### src/rtl/osc_ctrl_pkg.sv
// osc_ctrl_pkg: shared types and constants for the ring-oscillator controller.
//   osc_state_t : controller FSM states (OFF, INJECT, RUN, SLEW)
//   LFSR_SEED   : reset seed of the optional dither LFSR
//   LFSR_TAPS   : feedback tap mask (x^16 + x^14 + x^13 + x^11)
//   therm_enc() : binary count -> thermometer code (low 'count' bits set)
// The dither LFSR is only built when OSC_PERB_DITHER_EN is defined.
package osc_ctrl_pkg;

    typedef enum logic [1:0] {
        OFF    = 2'd0,
        INJECT = 2'd1,
        RUN    = 2'd2,
        SLEW   = 2'd3
    } osc_state_t;

    localparam logic [15:0] LFSR_SEED = 16'hACE1;
    // Taps at bit positions 16,14,13,11 (1-based) -> bits 15,13,12,10.
    localparam logic [15:0] LFSR_TAPS = 16'hB400;

    localparam int unsigned THERM_MAX_W = 32;

    // Callers size-cast the result down to their MSB width.
    function automatic logic [THERM_MAX_W-1:0] therm_enc(input int unsigned count);
        logic [THERM_MAX_W-1:0] t;
        t = '0;
        for (int unsigned i = 0; i < THERM_MAX_W; i++) begin
            t[i] = (i < count);
        end
        return t;
    endfunction

endpackage

### src/rtl/osc_msb_slewer.sv
// osc_msb_slewer: walks one stage's MSB count toward a target, one step every
// SLEW_DIV cycles while active.
//   clk_i, rst_i : clock, synchronous active-high reset
//   load_i       : latch cur_i / tgt_i and restart the divider
//   cur_i, tgt_i : starting count and target count
//   active_i     : slewing enabled this cycle
//   count_o      : count after the step being taken
//   step_o       : a step is taken at this edge
//   last_o       : the step taken at this edge reaches the target
//   done_o       : current count equals target
module osc_msb_slewer #(
    parameter int unsigned MSB_CW   = 4,
    parameter int unsigned SLEW_DIV = 4
) (
    input  logic              clk_i,
    input  logic              rst_i,
    input  logic              load_i,
    input  logic [MSB_CW-1:0] cur_i,
    input  logic [MSB_CW-1:0] tgt_i,
    input  logic              active_i,
    output logic [MSB_CW-1:0] count_o,
    output logic              step_o,
    output logic              last_o,
    output logic              done_o
);

    localparam int unsigned DIV_W = (SLEW_DIV > 1) ? $clog2(SLEW_DIV) : 1;

    logic [DIV_W-1:0]  div_q;
    logic [MSB_CW-1:0] cur_q, tgt_q;
    logic              tick;

    assign tick    = active_i && (div_q == DIV_W'(SLEW_DIV - 1));
    assign count_o = (cur_q < tgt_q) ? cur_q + 1'b1 : cur_q - 1'b1;
    assign step_o  = tick && (cur_q != tgt_q);
    assign last_o  = step_o && (count_o == tgt_q);
    assign done_o  = (cur_q == tgt_q);

    always_ff @(posedge clk_i) begin
        if (rst_i) begin
            div_q <= '0;
            cur_q <= '0;
            tgt_q <= '0;
        end else if (load_i) begin
            div_q <= '0;
            cur_q <= cur_i;
            tgt_q <= tgt_i;
        end else if (active_i) begin
            div_q <= tick ? '0 : div_q + 1'b1;
            if (step_o) begin
                cur_q <= count_o;
            end
        end
    end

endmodule

### src/rtl/osc_ring_ctrl.sv
// osc_ring_ctrl: start-up sequencer and per-stage delay-code store for an
// N_STAGE ring oscillator. Run-time MSB changes are slewed one step at a time.
//   ref_clk, rst        : sole clock, synchronous active-high reset
//   start               : level request for the oscillator to run
//   wr_valid/wr_ready   : code-write handshake (wr_stage, wr_lsb, wr_msb, wr_perb)
//   glob_en, inj_en     : ring enable, edge-injector enable
//   delay_con_lsb/_msb  : per-stage binary LSB / thermometer MSB codes (stage i at slice i)
//   con_perb            : per-stage perturbation codes
//   busy, locked        : slew in progress / running with no slew pending
// Optional: define OSC_PERB_DITHER_EN to XOR an LFSR dither onto con_perb.
module osc_ring_ctrl
    import osc_ctrl_pkg::*;
#(
    parameter int unsigned N_STAGE  = 5,
    parameter int unsigned LSB_W    = 5,
    parameter int unsigned MSB_W    = 8,
    parameter int unsigned PERB_W   = 4,
    parameter int unsigned INJ_CYC  = 16,
    parameter int unsigned SLEW_DIV = 4
) (
    input  logic                        ref_clk,
    input  logic                        rst,
    input  logic                        start,
    input  logic                        wr_valid,
    output logic                        wr_ready,
    input  logic [$clog2(N_STAGE)-1:0]  wr_stage,
    input  logic [LSB_W-1:0]            wr_lsb,
    input  logic [$clog2(MSB_W+1)-1:0]  wr_msb,
    input  logic [PERB_W-1:0]           wr_perb,
    output logic                        glob_en,
    output logic                        inj_en,
    output logic [N_STAGE*LSB_W-1:0]    delay_con_lsb,
    output logic [N_STAGE*MSB_W-1:0]    delay_con_msb,
    output logic [N_STAGE*PERB_W-1:0]   con_perb,
    output logic                        busy,
    output logic                        locked
);

    localparam int unsigned STG_W  = $clog2(N_STAGE);
    localparam int unsigned MSB_CW = $clog2(MSB_W + 1);
    localparam int unsigned INJ_W  = (INJ_CYC > 1) ? $clog2(INJ_CYC) : 1;

    osc_state_t         state_q, state_d;
    logic [INJ_W-1:0]   inj_cnt_q, inj_cnt_d;
    logic [LSB_W-1:0]   lsb_q [N_STAGE];
    logic [LSB_W-1:0]   lsb_d [N_STAGE];
    logic [MSB_CW-1:0]  msb_q [N_STAGE];
    logic [MSB_CW-1:0]  msb_d [N_STAGE];
    logic [PERB_W-1:0]  perb_q [N_STAGE];
    logic [PERB_W-1:0]  perb_d [N_STAGE];
    logic [STG_W-1:0]   slw_stage_q, slw_stage_d;
    logic [LSB_W-1:0]   slw_lsb_q, slw_lsb_d;

    logic               wr_fire, stage_ok, slew_req, slw_load;
    logic [STG_W-1:0]   idx;
    logic [MSB_CW-1:0]  msb_clamp;
    logic [MSB_CW-1:0]  sl_count;
    logic               sl_step, sl_last, sl_done;

    assign wr_ready  = (state_q != SLEW);
    assign wr_fire   = wr_valid && wr_ready;
    assign stage_ok  = (32'(wr_stage) < N_STAGE);
    assign idx       = stage_ok ? wr_stage : '0;
    assign msb_clamp = (wr_msb > MSB_CW'(MSB_W)) ? MSB_CW'(MSB_W) : wr_msb;
    // Only a running ring that stays running needs a gradual MSB change.
    assign slew_req  = wr_fire && stage_ok && (state_q == RUN) && start &&
                       (msb_clamp != msb_q[idx]);

    osc_msb_slewer #(
        .MSB_CW   (MSB_CW),
        .SLEW_DIV (SLEW_DIV)
    ) u_slewer (
        .clk_i    (ref_clk),
        .rst_i    (rst),
        .load_i   (slw_load),
        .cur_i    (msb_q[idx]),
        .tgt_i    (msb_clamp),
        .active_i ((state_q == SLEW) && start),
        .count_o  (sl_count),
        .step_o   (sl_step),
        .last_o   (sl_last),
        .done_o   (sl_done)
    );

    always_comb begin
        state_d     = state_q;
        inj_cnt_d   = inj_cnt_q;
        lsb_d       = lsb_q;
        msb_d       = msb_q;
        perb_d      = perb_q;
        slw_stage_d = slw_stage_q;
        slw_lsb_d   = slw_lsb_q;
        slw_load    = 1'b0;

        case (state_q)
            OFF: begin
                if (start) begin
                    state_d   = INJECT;
                    inj_cnt_d = '0;
                end
            end
            INJECT: begin
                if (!start) begin
                    state_d = OFF;
                end else if (inj_cnt_q == INJ_W'(INJ_CYC - 1)) begin
                    state_d = RUN;
                end else begin
                    inj_cnt_d = inj_cnt_q + 1'b1;
                end
            end
            RUN: begin
                if (!start) begin
                    state_d = OFF;
                end else if (slew_req) begin
                    state_d = SLEW;
                end
            end
            SLEW: begin
                // Dropping start abandons the target; codes stay where they are.
                if (!start) begin
                    state_d = OFF;
                end else if (sl_done) begin
                    state_d = RUN;
                end
            end
            default: state_d = OFF;
        endcase

        if (wr_fire && stage_ok) begin
            perb_d[idx] = wr_perb;
            if (slew_req) begin
                slw_stage_d = idx;
                slw_lsb_d   = wr_lsb;
                slw_load    = 1'b1;
            end else begin
                lsb_d[idx] = wr_lsb;
                msb_d[idx] = msb_clamp;
            end
        end

        // No write can be accepted in SLEW, so these never collide with the above.
        if (sl_step) begin
            msb_d[slw_stage_q] = sl_count;
            if (sl_last) begin
                lsb_d[slw_stage_q] = slw_lsb_q;
            end
        end
    end

    always_ff @(posedge ref_clk) begin
        if (rst) begin
            state_q     <= OFF;
            inj_cnt_q   <= '0;
            slw_stage_q <= '0;
            slw_lsb_q   <= '0;
            for (int i = 0; i < int'(N_STAGE); i++) begin
                lsb_q[i]  <= '0;
                msb_q[i]  <= MSB_CW'(MSB_W / 2);
                perb_q[i] <= '0;
            end
        end else begin
            state_q     <= state_d;
            inj_cnt_q   <= inj_cnt_d;
            slw_stage_q <= slw_stage_d;
            slw_lsb_q   <= slw_lsb_d;
            lsb_q       <= lsb_d;
            msb_q       <= msb_d;
            perb_q      <= perb_d;
        end
    end

    assign glob_en = (state_q != OFF);
    assign inj_en  = (state_q == INJECT);
    assign busy    = (state_q == SLEW);
    assign locked  = (state_q == RUN);

`ifdef OSC_PERB_DITHER_EN
    logic [15:0] lfsr_q, lfsr_d;
    logic        dith_on;

    assign dith_on = (state_q == RUN) || (state_q == SLEW);

    always_comb begin
        lfsr_d = lfsr_q;
        if (state_q == RUN) begin
            lfsr_d = {lfsr_q[14:0], ^(lfsr_q & LFSR_TAPS)};
        end
    end

    always_ff @(posedge ref_clk) begin
        if (rst) begin
            lfsr_q <= LFSR_SEED;
        end else begin
            lfsr_q <= lfsr_d;
        end
    end
`endif

    for (genvar i = 0; i < int'(N_STAGE); i++) begin : g_out
        assign delay_con_lsb[i*LSB_W +: LSB_W] = lsb_q[i];
        assign delay_con_msb[i*MSB_W +: MSB_W] = MSB_W'(therm_enc(32'(msb_q[i])));
`ifdef OSC_PERB_DITHER_EN
        // Stage i sees the dither rotated left by i so stages decorrelate.
        localparam int unsigned ROT = i % PERB_W;
        logic [PERB_W-1:0] rot;
        assign rot = (lfsr_q[PERB_W-1:0] << ROT) | (lfsr_q[PERB_W-1:0] >> (PERB_W - ROT));
        assign con_perb[i*PERB_W +: PERB_W] = dith_on ? (perb_q[i] ^ rot) : perb_q[i];
`else
        assign con_perb[i*PERB_W +: PERB_W] = perb_q[i];
`endif
    end

endmodule

### config.mk
export PLATFORM = sky130hd
export DESIGN_NAME = osc_ring_ctrl
export DESIGN_NICKNAME = d
export VERILOG_FILES = /design/src/rtl/osc_ctrl_pkg.sv /design/src/rtl/osc_msb_slewer.sv /design/src/rtl/osc_ring_ctrl.sv
export SDC_FILE = /design/constraint.sdc
export NUM_CORES = 1
export LEC_CHECK = 0
export ABC_AREA = 1
export CORE_ASPECT_RATIO = 0.75
export CORE_MARGIN = 5
export CORE_UTILIZATION = 31
export CTS_CLUSTER_SIZE = 25
export DETAILED_ROUTE_END_ITERATION = 8
export PLACE_DENSITY = 0.62
export SLEW_MARGIN = 20
export SYNTH_ARGS = -nofsm -noshare
export SYNTH_HDL_FRONTEND = slang
export SYNTH_SLANG_ARGS = --single-unit
### constraint.sdc
create_clock -name ref_clk -period 3.1 [get_ports ref_clk]
set_input_delay 0.62 -clock ref_clk [delete_from_list [all_inputs] [get_ports ref_clk]]
set_output_delay 0.62 -clock ref_clk [all_outputs]
set_load 0.1 [all_outputs]
After elaboration in Yosys (flattened, before gate mapping):

Index checks and enable logic that the tools add are counted.

* output and inout port bits: 90
* input port bits: 20
* flip-flop bits (word level): 89
* word-level logic and storage cells: 156

* reduce and logical (&&, ||, !) cells: 21
* $lt $le $gt $ge: 47
* bitwise gates (word level): 2
* mux-type cells: 44
* eq/ne operators: 16
* add/sub/neg operators: 4

Operators with widths (number)
* $mux 25: 4
* $lt 3x4->1 const A: 20
* $bwmux 20: 3
* $mux 20: 3
* $bwmux 25: 2
* $mux 4: 12
* $lt 1x4->1 const A: 10
* $lt 2x4->1 const A: 10
* $demux 5 s3: 2
* $demux 4 s3: 2
* $mux 2: 8
* $bmux 4 s3: 1
* $logic_and 1x1->1: 11
* $mux 5: 2
* $ne 3x2->1 const B: 3
* $add 4x1->4 const B: 2
* $eq 4x4->1: 2
* $ge 4x4->1 const B: 2
* $lt 4x1->1 const B: 2
* $ne 2x2->1 const B: 4
* $ne 4x4->1: 2
* $not 3->4: 2
* $pmux 2 s4: 1
* $pmux 4 s2: 1
* other kinds (15): 23

Longest topological paths before layout:

Gate-level depths: netlist of run 1.

* word-level depth: 13
* mapped depth: 21
* mapped depth without buffers: 20

Cells and area by module:

A second synthesis of run 1 with hierarchy kept.

* cells, all modules: 803
* area total of the unflattened synthesis: 5133.7 µm²

Modules (own cells, without submodules)
* osc_ring_ctrl: area each 4423.0 µm², sequential area each 1581.5 µm², cells an instance 708, times used 1
* osc_msb_slewer: area each 710.7 µm², sequential area each 200.2 µm², cells an instance 95, times used 1

Worst setup path after synthesis of run 1:

No wires, ideal clock.

* path type: flip-flop to output port
* start: reg msb_q[6] (netlist name)
* end: out delay_con_msb[30]
* setup slack: -0.041 ns
* data arrival time: 2.521 ns
* buffers on the path: 0
* data required time: 2.480 ns
* stages on the path, launching flop included: 3
* cells stage by stage: dfxtp_1 -> nand2_1 -> o21ai_0

* longest elaborated chain between the ends: 1

Ends and longest elaborated chain
* from (decl): line osc_ring_ctrl.sv:47 `logic [MSB_CW-1:0] msb_q [N_STAGE];`
* from (signal, indexed assignment): line osc_ring_ctrl.sv:158 `msb_q[i] <= MSB_CW'(MSB_W / 2);`
* from (signal assigned): line osc_ring_ctrl.sv:167 `msb_q <= msb_d;`
* $lt 3x4->1: line osc_ctrl_pkg.sv:27 `t[i] = (i < count);`
* to (decl): line osc_ring_ctrl.sv:33 `output logic [N_STAGE*MSB_W-1:0] delay_con_msb,`

Every way passes these cells.

Worst setup path after layout of run 1:

* start: reg u_slewer.tgt_q[1]
* end: reg lsb_q, in the netlist delay_con_lsb[24]

* longest elaborated chain between the ends: 6
* elaborated cells on any way between the ends: 8
* those cells by class: order compare (1); eq/ne (2); mux (3); reduce/logical (2)

Ends and longest elaborated chain
* from (decl): line osc_msb_slewer.sv:30 `logic [MSB_CW-1:0] cur_q, tgt_q;`
* from (signal assigned): line osc_msb_slewer.sv:47 `tgt_q <= tgt_i;`
* $lt 4x4->1: line osc_msb_slewer.sv:34 `assign count_o = (cur_q < tgt_q) ? cur_q + 1'b1 : cur_q - 1'b1;`
* $mux 4: line osc_msb_slewer.sv:34
* $eq 4x4->1: line osc_msb_slewer.sv:36 `assign last_o = step_o && (count_o == tgt_q);`
* $logic_and 1x1->1: line osc_msb_slewer.sv:36
* $mux 25: line osc_ring_ctrl.sv:144 `if (sl_last) begin`
* $mux 25 *: line osc_ring_ctrl.sv:142 `if (sl_step) begin`
* to (signal assigned): line osc_ring_ctrl.sv:166 `lsb_q <= lsb_d;`
* to (decl): line osc_ring_ctrl.sv:45 `logic [LSB_W-1:0] lsb_q [N_STAGE];`

Mark *: on every way between the ends. The rest lies on a longest branch, timed or not.
A chain may end at the register's enable or synchronous reset.

==> report_table.html, run 1 <==
<table>
<tr><th>Metric</th><th>Value</th></tr>
<tr><th colspan="2">Status</th></tr>
<tr><td>Status</td><td>completed</td></tr>
<tr><th colspan="2">Synthesis</th></tr>
<tr><td>Yosys top cell by area</td><td>sky130_fd_sc_hd__dfxtp_1</td></tr>
<tr><td>Synthesized area</td><td>5210 um2</td></tr>
<tr><td>Count of synthesis-stage warnings from yosys</td><td>0</td></tr>
<tr><td>Synthesized flop and latch total</td><td>89</td></tr>
<tr><td>Count of mapped cells out of synthesis</td><td>809</td></tr>
<tr><td>Number of synthesized flops with an enable pin</td><td>0</td></tr>
<tr><td>Distinct cell type count of the synthesized netlist</td><td>44</td></tr>
<tr><td>Share of Yosys cell area claimed by the top area cell type</td><td>34.2%</td></tr>
<tr><td>Fraction of registers with async set/reset</td><td>0%</td></tr>
<tr><td>Sequential area share after synthesis</td><td>34.2%</td></tr>
<tr><td>Most common flop cell mapped by yosys</td><td>sky130_fd_sc_hd__dfxtp_1</td></tr>
<tr><td>Area contributors post-synth</td><td>sky130_fd_sc_hd__dfxtp_1 34%, sky130_fd_sc_hd__nand2_1 12%, sky130_fd_sc_hd__nand3_1 9.2%</td></tr>
<tr><td>Avg Synthesized Cell Area</td><td>6.44 um2</td></tr>
<tr><td>Number of nets produced by synthesis</td><td>838</td></tr>
<tr><th colspan="2">Route</th></tr>
<tr><td>Detailed-route DRC error count</td><td>0</td></tr>
<tr><td>Routed vias/inst</td><td>4.81</td></tr>
<tr><td>Via count</td><td>5629</td></tr>
<tr><td>Pre-Repair DR Iteration Count</td><td>5</td></tr>
<tr><td>DRT antenna net count</td><td>0</td></tr>
<tr><td>WL/cell</td><td>14.8 um</td></tr>
<tr><td>Drt first-iter violations</td><td>376</td></tr>
<tr><td>Drt total wl</td><td>17.3 mm</td></tr>
<tr><th colspan="2">Setup path</th></tr>
<tr><td>Worst setup path start</td><td>u_slewer.tgt_q[1]</td></tr>
<tr><td>Worst Setup Start Kind</td><td>flip-flop</td></tr>
<tr><td>Worst reg-to-reg path cell count</td><td>15</td></tr>
<tr><td>CP Class</td><td>flip-flop to flip-flop</td></tr>
<tr><td>WP data required</td><td>3.34 ns</td></tr>
<tr><td>Worst Setup End Kind</td><td>flip-flop</td></tr>
<tr><td>RR Startpoint</td><td>u_slewer.tgt_q[1]</td></tr>
<tr><td>Data arrival at the endpoint of the critical path</td><td>3.20 ns</td></tr>
<tr><td>Largest fanout on the critical path</td><td>8</td></tr>
<tr><th colspan="2">Power and ir drop</th></tr>
<tr><td>P_int</td><td>2.17 mW</td></tr>
<tr><td>Fraction of power consumed by sequential logic</td><td>35.4%</td></tr>
<tr><td>Tot Pwr</td><td>3.47 mW</td></tr>
<tr><td>Clock share of power</td><td>33.4%</td></tr>
<tr><td>Share of power burned in combinational logic</td><td>31.3%</td></tr>
<tr><td>IR drop worst, VDD</td><td>0.561 mV</td></tr>
<tr><td>Leakage power figure</td><td>3.42 nW</td></tr>
<tr><td>Total power density per cell area</td><td>495 nW/um2</td></tr>
<tr><td>Net switching power figure</td><td>1.30 mW</td></tr>
<tr><td>Sw Ratio</td><td>37.5%</td></tr>
<tr><th colspan="2">Final layout</th></tr>
<tr><td>FF/Latch Area</td><td>1780 um2</td></tr>
<tr><td>Count of non-filler cells in the finished layout</td><td>1170</td></tr>
<tr><td>Most common cell after layout, fill and taps aside</td><td>sky130_fd_sc_hd__nand2_1</td></tr>
<tr><td>Most frequent cells in the layout</td><td>159 x sky130_fd_sc_hd__nand2_1, 142 x sky130_fd_sc_hd__buf_4, 114 x sky130_fd_sc_hd__nor2_1</td></tr>
<tr><td>ANT cells</td><td>0</td></tr>
<tr><td>Area of the multi-input gates</td><td>2850 um2</td></tr>
<tr><td>Fraction of layout instances using a drive strength above 1</td><td>21.7%</td></tr>
<tr><td>Total number of nets in the final design</td><td>979</td></tr>
<tr><td>Fill cells</td><td>1749</td></tr>
<tr><td>Final standard cell utilization of the core</td><td>42.1%</td></tr>
<tr><td>Layout-stage area growth over the synthesis result</td><td>34.8%</td></tr>
<tr><th colspan="2">Timing</th></tr>
<tr><td>Number of slew-limit violations in the final report</td><td>0</td></tr>
<tr><td>Final Hold Fails</td><td>0</td></tr>
<tr><td>Final count of negative-setup-slack endpoints</td><td>0</td></tr>
<tr><td>Measured slew at the worst slew-check pin</td><td>0.569 ns</td></tr>
<tr><td>Relative max-transition margin</td><td>61.8%</td></tr>
<tr><td>Peak Freq</td><td>338 MHz</td></tr>
<tr><td>Fraction of the cycle the final worst path needs</td><td>95.3%</td></tr>
<tr><td>Final Critical Period</td><td>2.95 ns</td></tr>
<tr><td>Setup clock skew after layout</td><td>0.00822 ns</td></tr>
<tr><th colspan="2">Min path</th></tr>
<tr><td>Beginning of the worst hold path</td><td>con_perb[16]</td></tr>
<tr><td>Type of the worst min-delay path</td><td>flip-flop to flip-flop</td></tr>
<tr><td>Number of cells on the worst hold path</td><td>2</td></tr>
<tr><th colspan="2">Die</th></tr>
<tr><td>Boundary pin count</td><td>110</td></tr>
<tr><td>Number of placement rows</td><td>41</td></tr>
<tr><td>Initial cell density of the core</td><td>31.2%</td></tr>
<tr><td>Die area</td><td>19500 um2</td></tr>
<tr><td>Chip Height</td><td>122 um</td></tr>
<tr><td>Core Region</td><td>16700 um2</td></tr>
<tr><td>Die W</td><td>160 um</td></tr>
<tr><th colspan="2">Global route</th></tr>
<tr><td>Overflow after GRT</td><td>0</td></tr>
<tr><td>Total GRT Usage</td><td>17.9%</td></tr>
<tr><td>First-pass GRT wire length</td><td>28.1 mm</td></tr>
<tr><td>Vias in the first global route</td><td>5292</td></tr>
<tr><td>Maximum number of pins on one net before global-route repair</td><td>55</td></tr>
<tr><td>Initial antenna violation count</td><td>0</td></tr>
<tr><th colspan="2">Clock tree</th></tr>
<tr><td>H-tree depth reported by CTS</td><td>3</td></tr>
<tr><td>Clk pin slew, worst setup/hold paths</td><td>0.07 ns</td></tr>
<tr><td>Count of hold-fix buffers inserted at cts</td><td>0</td></tr>
<tr><td>Clock buffers created by TritonCTS</td><td>9</td></tr>
<tr><td>Number of clock sinks</td><td>89</td></tr>
<tr><td>Clock latency on the worst-skew pair</td><td>0.35 ns</td></tr>
<tr><td>CTS Root Buffer Type</td><td>sky130_fd_sc_hd__clkbuf_16</td></tr>
<tr><td>TritonCTS clock tree</td><td>yes</td></tr>
<tr><td>Clock Path Buffers</td><td>2</td></tr>
<tr><th colspan="2">Place</th></tr>
<tr><td>Cell count after placement</td><td>1152</td></tr>
<tr><td>Detailed Place HPWL</td><td>13.2 mm</td></tr>
<tr><td>Routability congestion estimate from global placement</td><td>0.879</td></tr>
<tr><td>Port Buf Inserts</td><td>109</td></tr>
<tr><th colspan="2">Job</th></tr>
<tr><td>Maximum capacitance violations</td><td>0</td></tr>
</table>
## power by group through the flow
stage          Clock (mW)  Combinational, mW  Sequential [mW]
2_1_floorplan           0              0.628             1.37
3_3_place_gp            0               1.05             1.25
3_5_place_dp            0               1.05             1.25
4_1_cts              1.18               1.06             1.23
5_1_grt              1.23               1.16             1.23
6_report             1.16               1.09             1.23
## area by class of cell
cell class	count	share of cell area [%]
Multi-Input combinational cell	564	40.7
Sequential cell	89	25.4
Timing Repair Buffer	166	19.2
Inverter	120	6.46
Clock buffer	14	3.91
Tap cell	215	3.83
Clock inverter	2	0.499
## flip-flops by register name, summed over array words and instances (netlist names)
name	flops
con_perb	20
delay_con_lsb	25
inj_cnt_q	4
msb_q	20
slw_lsb_q	5
slw_stage_q	3
state_q	2
u_slewer.cur_q	4
u_slewer.div_q	2
u_slewer.tgt_q	4
## through the flow
stage	hold slack (ns)	setup slack (ns)	setup TNS, ns	cell area, um2
after floorplan	0.443	0.0359	0	5210
after global placement	0.452	-0.0590	-0.826	6600
after detailed placement	0.457	-0.0964	-1.55	6600
after CTS	0.467	0.0411	0	6910
after global routing	0.485	-0.0417	-0.126	7020
final	0.464	0.145	0	7020
## final timing paths
kind | end | slack (ns)
setup / recovery | delay_con_lsb[24] | 0.15
hold / removal | con_perb[16] | 0.46
setup reg to reg | delay_con_lsb[24] | 0.15
hold reg to reg | con_perb[16] | 0.46
## worst max-delay path, stage by stage (launching register included)
cell                       delay (ns)
sky130_fd_sc_hd__dfxtp_1         0.33
sky130_fd_sc_hd__inv_1           0.08
sky130_fd_sc_hd__ha_4            0.27
sky130_fd_sc_hd__inv_1           0.05
sky130_fd_sc_hd__o21bai_2        0.16
sky130_fd_sc_hd__a31oi_4         0.12
sky130_fd_sc_hd__buf_4           0.16
sky130_fd_sc_hd__fa_1            0.40
sky130_fd_sc_hd__xor2_2          0.18
sky130_fd_sc_hd__nor2_1          0.11
sky130_fd_sc_hd__nor4_4          0.31
sky130_fd_sc_hd__buf_12          0.17
sky130_fd_sc_hd__nand4_4         0.17
sky130_fd_sc_hd__buf_4           0.18
sky130_fd_sc_hd__o21ai_1         0.10
sky130_fd_sc_hd__nor2_1          0.05
## synth_stat cells (2+ instances only)
cell type and number:
sky130_fd_sc_hd__nand3_2 2, sky130_fd_sc_hd__nor3_2 2, sky130_fd_sc_hd__inv_1 105, sky130_fd_sc_hd__clkinv_1 3, sky130_fd_sc_hd__ha_1 8, sky130_fd_sc_hd__buf_6 2, sky130_fd_sc_hd__nand2_1 161, sky130_fd_sc_hd__xor2_1 2
sky130_fd_sc_hd__inv_2 10, sky130_fd_sc_hd__nand2_4 2, sky130_fd_sc_hd__nor3_1 7, sky130_fd_sc_hd__clkinv_2 2, sky130_fd_sc_hd__a211oi_1 2, sky130_fd_sc_hd__nand4_4 4, sky130_fd_sc_hd__a21oi_1 42, sky130_fd_sc_hd__nand3_1 96
sky130_fd_sc_hd__nand4_1 9, sky130_fd_sc_hd__nand2_2 3, sky130_fd_sc_hd__buf_4 14, sky130_fd_sc_hd__dfxtp_1 89, sky130_fd_sc_hd__nor2_2 2, sky130_fd_sc_hd__clkbuf_1 14, sky130_fd_sc_hd__nor2_1 114, sky130_fd_sc_hd__o21ai_0 63
sky130_fd_sc_hd__buf_2 5, sky130_fd_sc_hd__a21boi_0 5, sky130_fd_sc_hd__o21ai_1 24
## logic make-up after synthesis
logic type                 after synthesis  share of synthesized area, %
AOI/OAI and AO/OA                      142                          14.4
xor gates and xnor gates                 2                         0.337
adders and majority gates                9                          2.31
buffers and inverters                  156                          12.7
DFF                                     89                          34.2
muxes                                    1                         0.192
and+or+nand+nor                        410                          35.8
## timing repair
item                       4_1_cts  5_1_grt
setup endpoints to repair       10       29
pin swaps                        0        7
hold endpoints to repair         0        0
buffers inserted                 0        2
gates resized for setup          1       16
## layer usage
layer	routed length (um)	GRT usage, %
met1	8710	26.0
met2	6730	25.3
met3	1680	6.34
met4	208	3.96
met5	0	0
Power figures use the tool's default switching activity.
==> run 2, diff against run 1 <==
--- a/config.mk
+++ b/config.mk
@@ -6,12 +6,13 @@
 export NUM_CORES = 1
 export LEC_CHECK = 0
 export ABC_AREA = 1
-export CORE_ASPECT_RATIO = 0.75
 export CORE_MARGIN = 5
 export CORE_UTILIZATION = 31
+export CTS_BUF_LIST = sky130_fd_sc_hd__clkbuf_8 sky130_fd_sc_hd__clkbuf_16
 export CTS_CLUSTER_SIZE = 25
 export DETAILED_ROUTE_END_ITERATION = 8
 export PLACE_DENSITY = 0.62
+export SETUP_SLACK_MARGIN = 0.5
 export SLEW_MARGIN = 20
 export SYNTH_ARGS = -nofsm -noshare
 export SYNTH_HDL_FRONTEND = slang
==> run 2 against run 1 <==
Sequential share of layout area fell by 1.2 points. Combinational power increased by 9%. Register-to-register slack improved by 0.16 ns. Clock skew is 0.00094 ns lower. Total power grew 4.6%. Routed wire length rose by 3.6%. Flip-flop and latch count is the same. Clock power increased by 5%. First-iteration DRC count down 15%. Sequential power is essentially flat. Setup slack improved by 0.16 ns. Largest power group unchanged.
==> report_table.html, run 2 (synthesis gave the netlist of run 1 again) <==
<table>
<tr><th>Metric</th><th>Value</th></tr>
<tr><th colspan="2">Clock tree</th></tr>
<tr><td>Clock Path Buffers</td><td>2</td></tr>
<tr><td>TritonCTS clock tree</td><td>yes</td></tr>
<tr><td>Clk pin slew, worst setup/hold paths</td><td>0.07 ns</td></tr>
<tr><td>Clock buffers created by TritonCTS</td><td>9</td></tr>
<tr><td>Count of hold-fix buffers inserted at cts</td><td>0</td></tr>
<tr><td>CTS Root Buffer Type</td><td>sky130_fd_sc_hd__clkbuf_16</td></tr>
<tr><td>Number of clock sinks</td><td>89</td></tr>
<tr><td>H-tree depth reported by CTS</td><td>3</td></tr>
<tr><td>Clock latency on the worst-skew pair</td><td>0.35 ns</td></tr>
<tr><th colspan="2">Timing</th></tr>
<tr><td>Peak Freq</td><td>358 MHz</td></tr>
<tr><td>Setup clock skew after layout</td><td>0.00729 ns</td></tr>
<tr><td>Final count of negative-setup-slack endpoints</td><td>0</td></tr>
<tr><td>Final Critical Period</td><td>2.80 ns</td></tr>
<tr><td>RSZ-0062 raised after global routing</td><td>true</td></tr>
<tr><td>Relative max-transition margin</td><td>56.1%</td></tr>
<tr><td>Measured slew at the worst slew-check pin</td><td>0.655 ns</td></tr>
<tr><td>Minimum hold slack</td><td>0.467 ns</td></tr>
<tr><td>Fraction of the cycle the final worst path needs</td><td>90.2%</td></tr>
<tr><td>Number of slew-limit violations in the final report</td><td>0</td></tr>
<tr><td>Final Hold Fails</td><td>0</td></tr>
<tr><td>Setup total negative slack</td><td>0 ns</td></tr>
<tr><th colspan="2">Global route</th></tr>
<tr><td>First-pass GRT wire length</td><td>28.0 mm</td></tr>
<tr><td>Overflow after GRT</td><td>0</td></tr>
<tr><td>Total GRT Usage</td><td>17.6%</td></tr>
<tr><td>Maximum number of pins on one net before global-route repair</td><td>56</td></tr>
<tr><td>Vias in the first global route</td><td>5334</td></tr>
<tr><td>Initial antenna violation count</td><td>0</td></tr>
<tr><th colspan="2">Setup path</th></tr>
<tr><td>Worst path top cell family by delay</td><td>simple AND/OR/NAND/NOR gates</td></tr>
<tr><td>Number of buffers and inverters on the critical path</td><td>5</td></tr>
<tr><td>Delay of the slowest cell on the worst path</td><td>0.37 ns</td></tr>
<tr><td>Worst setup path start</td><td>u_slewer.tgt_q[3]</td></tr>
<tr><td>RR Startpoint</td><td>u_slewer.tgt_q[3]</td></tr>
<tr><td>Internal reg-to-reg setup slack</td><td>0.30 ns</td></tr>
<tr><td>Slowest stage cell on the critical path</td><td>sky130_fd_sc_hd__dfxtp_4</td></tr>
<tr><td>Worst Setup End Kind</td><td>flip-flop</td></tr>
<tr><td>CP Class</td><td>flip-flop to flip-flop</td></tr>
<tr><td>Top cell by count, worst path</td><td>sky130_fd_sc_hd__nand2_2</td></tr>
<tr><td>Critical path cell sequence</td><td>inv_6 -&gt; ha_4 -&gt; nand2_2 -&gt; nand2_2 -&gt; a31oi_4 -&gt; inv_2 -&gt; ha_4 -&gt; a21oi_2 -&gt; nand2_2 -&gt; or2_1 -&gt; nand2_1 -&gt; nand2_2 -&gt; nand3_4 -&gt; buf_4 -&gt; nand4_4 -&gt; o21ai_2 -&gt; inv_1 -&gt; nand2_1 -&gt; inv_1</td></tr>
<tr><td>Data arrival at the endpoint of the critical path</td><td>3.06 ns</td></tr>
<tr><td>Largest fanout on the critical path</td><td>7</td></tr>
<tr><td>Worst Setup Start Kind</td><td>flip-flop</td></tr>
<tr><td>WP data required</td><td>3.36 ns</td></tr>
<tr><th colspan="2">Power and ir drop</th></tr>
<tr><td>IR drop worst, VDD</td><td>0.274 mV</td></tr>
<tr><td>Total power density per cell area</td><td>492 nW/um2</td></tr>
<tr><td>Tot Pwr</td><td>3.63 mW</td></tr>
<tr><td>Leakage power figure</td><td>3.52 nW</td></tr>
<tr><th colspan="2">Place</th></tr>
<tr><td>Routability congestion estimate from global placement</td><td>0.879</td></tr>
<tr><td>Cell count after placement</td><td>1138</td></tr>
<tr><td>Port Buf Inserts</td><td>109</td></tr>
<tr><td>Detailed Place HPWL</td><td>13.0 mm</td></tr>
<tr><th colspan="2">Route</th></tr>
<tr><td>Routed vias/inst</td><td>4.88</td></tr>
<tr><td>WL/cell</td><td>15.2 um</td></tr>
<tr><td>Detailed-route DRC error count</td><td>0</td></tr>
<tr><td>Drt first-iter violations</td><td>319</td></tr>
<tr><td>Pre-Repair DR Iteration Count</td><td>5</td></tr>
<tr><td>Drt total wl</td><td>18.0 mm</td></tr>
<tr><td>DRT antenna net count</td><td>0</td></tr>
<tr><td>Via count</td><td>5755</td></tr>
<tr><th colspan="2">Die</th></tr>
<tr><td>Chip Height</td><td>140 um</td></tr>
<tr><td>Die W</td><td>140 um</td></tr>
<tr><td>Initial cell density of the core</td><td>31.5%</td></tr>
<tr><td>Boundary pin count</td><td>110</td></tr>
<tr><td>Die area</td><td>19500 um2</td></tr>
<tr><td>Number of placement rows</td><td>47</td></tr>
<tr><td>Core Region</td><td>16500 um2</td></tr>
<tr><th colspan="2">Status</th></tr>
<tr><td>Status</td><td>completed</td></tr>
<tr><th colspan="2">Min path</th></tr>
<tr><td>Beginning of the worst hold path</td><td>con_perb[19]</td></tr>
<tr><td>Type of the worst min-delay path</td><td>flip-flop to flip-flop</td></tr>
<tr><th colspan="2">Final layout</th></tr>
<tr><td>Fill cells</td><td>1741</td></tr>
<tr><td>Count of non-filler cells in the finished layout</td><td>1180</td></tr>
<tr><td>Most frequent cells in the layout</td><td>148 x sky130_fd_sc_hd__nand2_1, 134 x sky130_fd_sc_hd__buf_4, 112 x sky130_fd_sc_hd__nor2_1</td></tr>
<tr><td>Number of flip-flops in the largest register</td><td>25</td></tr>
<tr><td>Total number of nets in the final design</td><td>984</td></tr>
<tr><td>Layout-stage area growth over the synthesis result</td><td>41.9%</td></tr>
<tr><td>Fraction of layout instances using a drive strength above 1</td><td>26.9%</td></tr>
<tr><td>Most common cell after layout, fill and taps aside</td><td>sky130_fd_sc_hd__nand2_1</td></tr>
<tr><td>ANT cells</td><td>0</td></tr>
<tr><th colspan="2">Job</th></tr>
<tr><td>Maximum capacitance violations</td><td>0</td></tr>
</table>
-- run 2: layer usage --
| metal | GRT usage [%] | up-vias | part of all wire [%] |
|---|---|---|---|
| met2 | 28.0 | 194 | 46 |
| met1 | 23.4 | 2630 | 45 |
| met5 | 0 | - | 0 |
| met3 | 5.45 | 21 | 7.7 |
| li1 | - | 2910 | - |
| met4 | 4.59 | 0 | 1.5 |
-- run 2: timing repair --
item | 4_1_cts | 5_1_grt
setup endpoints to repair | 39 | 63
resized for setup | 21 | 43
cloned | 3 | 2
pin swaps | 33 | 8
buffers inserted | 13 | 8
-- run 2: stage by stage --
step,setup WS [ns],util [%],instance area (um2)
6_report,0.303,44.7,7390
5_1_grt,0.154,44.7,7390
4_1_cts,0.385,43.2,7150
3_5_place_dp,0.0301,40.0,6610
3_3_place_gp,0.0367,40.0,6610
2_1_floorplan,0.359,-,5370
-- run 2: worst paths after layout --
kind | endpoint | cells after the start
max | delay_con_lsb[1] | 19
min | con_perb[19] | 2
max reg2reg | delay_con_lsb[1] | 19
min reg2reg | con_perb[19] | 2
-- run 2: worst register-to-register path, stage by stage, from the launching register on --
cell and delay, ns:
sky130_fd_sc_hd__dfxtp_4 0.37, sky130_fd_sc_hd__inv_6 0.04, sky130_fd_sc_hd__ha_4 0.23, sky130_fd_sc_hd__nand2_2 0.06, sky130_fd_sc_hd__nand2_2 0.06, sky130_fd_sc_hd__a31oi_4 0.19
sky130_fd_sc_hd__inv_2 0.09, sky130_fd_sc_hd__ha_4 0.25, sky130_fd_sc_hd__a21oi_2 0.16, sky130_fd_sc_hd__nand2_2 0.07, sky130_fd_sc_hd__or2_1 0.24, sky130_fd_sc_hd__nand2_1 0.08
sky130_fd_sc_hd__nand2_2 0.09, sky130_fd_sc_hd__nand3_4 0.14, sky130_fd_sc_hd__buf_4 0.14, sky130_fd_sc_hd__nand4_4 0.16, sky130_fd_sc_hd__o21ai_2 0.19, sky130_fd_sc_hd__inv_1 0.06
sky130_fd_sc_hd__nand2_1 0.05, sky130_fd_sc_hd__inv_1 0.03
-- run 2: area by class of cell --
cell class	instances	area, um2	share of cell area, %
tap	220	275	3.73
multi-input combinational	567	3100	42.0
clock inverter	6	78.8	1.07
sequential	89	1790	24.2
clock buffer	10	250	3.39
timing repair buffer	168	1430	19.3
inverter	120	467	6.32
-- run 2: power breakdown --
group	switching (mW)	leakage, nW	internal (mW)
Combinational	0.846	2.64	0.342
Clock	0.523	0.163	0.693
Sequential	0.0427	0.723	1.19
==> run 3, diff against run 2 <==
--- a/config.mk
+++ b/config.mk
@@ -17,3 +17,4 @@
 export SYNTH_ARGS = -nofsm -noshare
 export SYNTH_HDL_FRONTEND = slang
 export SYNTH_SLANG_ARGS = --single-unit
+export TNS_END_PERCENT = 5
==> run 3 against run 2 <==
Sequential share of layout area rose by 1.1 points. Flip-flop and latch count did not move. Largest power group unchanged. Setup slack improved by 0.058 ns. First-iteration DRC count rose by 32%. Total power fell by 7.2%. Sequential power barely moved. Cell count fell by 1.0%. Final area fell by 4.4%. Routed wire length fell by 5.2%. Die area did not move. Combinational power fell by 7%. Maximum frequency rose by 2.1%.
==> report_table.html, run 3 (synthesis gave the netlist of run 1 again) <==
<table>
<tr><th>Metric</th><th>Value</th></tr>
<tr><th colspan="2">Route</th></tr>
<tr><td>Detailed-route DRC error count</td><td>0</td></tr>
<tr><td>Drt total wl</td><td>17.0 mm</td></tr>
<tr><td>Drt first-iter violations</td><td>420</td></tr>
<tr><td>Via count</td><td>5596</td></tr>
<tr><td>Routed vias/inst</td><td>4.79</td></tr>
<tr><td>WL/cell</td><td>14.6 um</td></tr>
<tr><td>DRT antenna net count</td><td>0</td></tr>
<tr><td>Pre-Repair DR Iteration Count</td><td>5</td></tr>
<tr><th colspan="2">Global route</th></tr>
<tr><td>Total GRT Usage</td><td>17.1%</td></tr>
<tr><td>Met1 track demand over resource in global routing</td><td>23.2%</td></tr>
<tr><td>First-pass GRT wire length</td><td>27.3 mm</td></tr>
<tr><td>Met3 Use GR</td><td>4.73%</td></tr>
<tr><td>Overflow after GRT</td><td>0</td></tr>
<tr><td>Global routing met2 resource utilization</td><td>26.9%</td></tr>
<tr><td>GRT Max-Usage Layer</td><td>met2</td></tr>
<tr><td>Initial antenna violation count</td><td>0</td></tr>
<tr><td>Maximum number of pins on one net before global-route repair</td><td>47</td></tr>
<tr><td>Vias in the first global route</td><td>5135</td></tr>
<tr><th colspan="2">Place</th></tr>
<tr><td>Routability congestion estimate from global placement</td><td>0.845</td></tr>
<tr><td>Post-Place Cell Area</td><td>6500 um2</td></tr>
<tr><td>Cell count after placement</td><td>1145</td></tr>
<tr><td>Detailed Place HPWL</td><td>12.6 mm</td></tr>
<tr><td>Port Buf Inserts</td><td>109</td></tr>
<tr><th colspan="2">Clock tree</th></tr>
<tr><td>TritonCTS clock tree</td><td>yes</td></tr>
<tr><td>CTS Root Buffer Type</td><td>sky130_fd_sc_hd__clkbuf_16</td></tr>
<tr><td>Clock latency on the worst-skew pair</td><td>0.35 ns</td></tr>
<tr><td>Clock buffers created by TritonCTS</td><td>9</td></tr>
<tr><td>Number of clock sinks</td><td>89</td></tr>
<tr><td>H-tree depth reported by CTS</td><td>3</td></tr>
<tr><td>Clk pin slew, worst setup/hold paths</td><td>0.06 ns</td></tr>
<tr><td>Clock Path Buffers</td><td>2</td></tr>
<tr><th colspan="2">Final layout</th></tr>
<tr><td>Final standard cell utilization of the core</td><td>42.7%</td></tr>
<tr><td>Most frequent cells in the layout</td><td>155 x sky130_fd_sc_hd__nand2_1, 129 x sky130_fd_sc_hd__buf_4, 112 x sky130_fd_sc_hd__nor2_1</td></tr>
<tr><td>Number of flip-flops in the largest register</td><td>25</td></tr>
<tr><td>Total number of nets in the final design</td><td>974</td></tr>
<tr><td>Most common cell after layout, fill and taps aside</td><td>sky130_fd_sc_hd__nand2_1</td></tr>
<tr><td>Count of non-filler cells in the finished layout</td><td>1168</td></tr>
<tr><td>Fraction of layout instances using a drive strength above 1</td><td>23.6%</td></tr>
<tr><td>Layout-stage area growth over the synthesis result</td><td>35.6%</td></tr>
<tr><td>ANT cells</td><td>0</td></tr>
<tr><td>Finished Cell Area</td><td>7060 um2</td></tr>
<tr><th colspan="2">Timing</th></tr>
<tr><td>Measured slew at the worst slew-check pin</td><td>0.466 ns</td></tr>
<tr><td>Number of slew-limit violations in the final report</td><td>0</td></tr>
<tr><td>Final Hold Fails</td><td>0</td></tr>
<tr><td>Relative max-transition margin</td><td>68.7%</td></tr>
<tr><td>Fraction of the cycle the final worst path needs</td><td>88.3%</td></tr>
<tr><td>Final count of negative-setup-slack endpoints</td><td>0</td></tr>
<tr><td>Setup clock skew after layout</td><td>0.00793 ns</td></tr>
<tr><td>RSZ-0062 raised after global routing</td><td>true</td></tr>
<tr><td>Final Critical Period</td><td>2.74 ns</td></tr>
<tr><td>Peak Freq</td><td>365 MHz</td></tr>
<tr><td>Setup total negative slack</td><td>0 ns</td></tr>
<tr><th colspan="2">Die</th></tr>
<tr><td>Boundary pin count</td><td>110</td></tr>
<tr><td>Die area</td><td>19500 um2</td></tr>
<tr><td>Die W</td><td>140 um</td></tr>
<tr><td>Number of placement rows</td><td>47</td></tr>
<tr><td>Initial cell density of the core</td><td>31.5%</td></tr>
<tr><td>Chip Height</td><td>140 um</td></tr>
<tr><td>Core Region</td><td>16500 um2</td></tr>
<tr><th colspan="2">Setup path</th></tr>
<tr><td>Largest fanout on the critical path</td><td>7</td></tr>
<tr><td>WP data required</td><td>3.34 ns</td></tr>
<tr><td>Worst Setup End Kind</td><td>flip-flop</td></tr>
<tr><td>Data arrival at the endpoint of the critical path</td><td>2.98 ns</td></tr>
<tr><td>Worst Setup Start Kind</td><td>flip-flop</td></tr>
<tr><td>CP Class</td><td>flip-flop to flip-flop</td></tr>
<tr><th colspan="2">Power and ir drop</th></tr>
<tr><td>Tot Pwr</td><td>3.37 mW</td></tr>
<tr><td>Leakage power figure</td><td>3.38 nW</td></tr>
<tr><td>Share of power burned in combinational logic</td><td>32.9%</td></tr>
<tr><td>Fraction of power consumed by sequential logic</td><td>36.5%</td></tr>
<tr><td>Clock share of power</td><td>30.6%</td></tr>
<tr><td>IR drop worst, VDD</td><td>0.303 mV</td></tr>
<tr><td>P_int</td><td>2.07 mW</td></tr>
<tr><td>Total power density per cell area</td><td>478 nW/um2</td></tr>
<tr><td>Net switching power figure</td><td>1.30 mW</td></tr>
<tr><td>Sw Ratio</td><td>38.6%</td></tr>
<tr><th colspan="2">Status</th></tr>
<tr><td>Status</td><td>completed</td></tr>
<tr><th colspan="2">Min path</th></tr>
<tr><td>Type of the worst min-delay path</td><td>flip-flop to flip-flop</td></tr>
<tr><th colspan="2">Job</th></tr>
<tr><td>Maximum capacitance violations</td><td>0</td></tr>
</table>
[run 3: power by group through the flow]
stage                     clock, mW  sequential (mW)  combinational [mW]
after floorplan                   0             1.37               0.627
after global placement            0             1.25                1.02
after detailed placement          0             1.25                1.02
after CTS                      1.06             1.23                1.08
after global routing           1.10             1.24                1.19
final                          1.03             1.23                1.11
[run 3: metrics by stage]
| stage | hold WS, ns | worst slack [ns] |
|---|---|---|
| after floorplan | 0.443 | -0.0404 |
| after global placement | 0.452 | -0.00684 |
| after detailed placement | 0.460 | -0.00860 |
| after CTS | 0.471 | 0.382 |
| after global routing | 0.492 | 0.228 |
| final | 0.467 | 0.362 |
[run 3: final timing paths]
kind / start / to / slack, ns / cells past startpoint
worst max-delay path: u_slewer.tgt_q[1] / delay_con_lsb[4] / 0.36 / 15
worst min-delay path: u_slewer.div_q[1] / u_slewer.div_q[1] / 0.47 / 2
worst max register to register: u_slewer.tgt_q[1] / delay_con_lsb[4] / 0.36 / 15
worst min register to register: u_slewer.div_q[1] / u_slewer.div_q[1] / 0.47 / 2
[run 3: cell type report]
cell class | instances | area, um2
fill | 1685 | 9460
clock inverter | 3 | 18.8
inverter | 120 | 455
clock buffer | 11 | 253
multi-input combinational | 566 | 2950
sequential | 89 | 1790
tap | 220 | 275
timing repair buffer | 159 | 1320
[run 3: timing repair]
item | 4_1_cts | 5_1_grt
setup buffers | 5 | 2
resized for setup | 42 | 15
endpoints found under the setup margin | 49 | 64
pin swaps | 20 | 13
hold buffers | 0 | 0
gates cloned | 2 | 0
[run 3: worst max-delay path: stages (launching register included)]
cell	delay, ns
sky130_fd_sc_hd__dfxtp_2	0.34
sky130_fd_sc_hd__inv_2	0.06
sky130_fd_sc_hd__ha_4	0.27
sky130_fd_sc_hd__inv_4	0.03
sky130_fd_sc_hd__o21bai_4	0.12
sky130_fd_sc_hd__a31oi_4	0.12
sky130_fd_sc_hd__fa_2	0.41
sky130_fd_sc_hd__xor2_4	0.24
sky130_fd_sc_hd__nor2_4	0.07
sky130_fd_sc_hd__nor4_4	0.28
sky130_fd_sc_hd__buf_6	0.20
sky130_fd_sc_hd__nand4_4	0.17
sky130_fd_sc_hd__o21ai_1	0.17
sky130_fd_sc_hd__inv_1	0.05
sky130_fd_sc_hd__nand2_1	0.06
sky130_fd_sc_hd__inv_1	0.04
[run 3: metal layers]
metal	part of all wire (%)	wire length, um
met5	0	0
met4	1.6	267
met3	8.1	1390
met2	45	7660
met1	45	7710
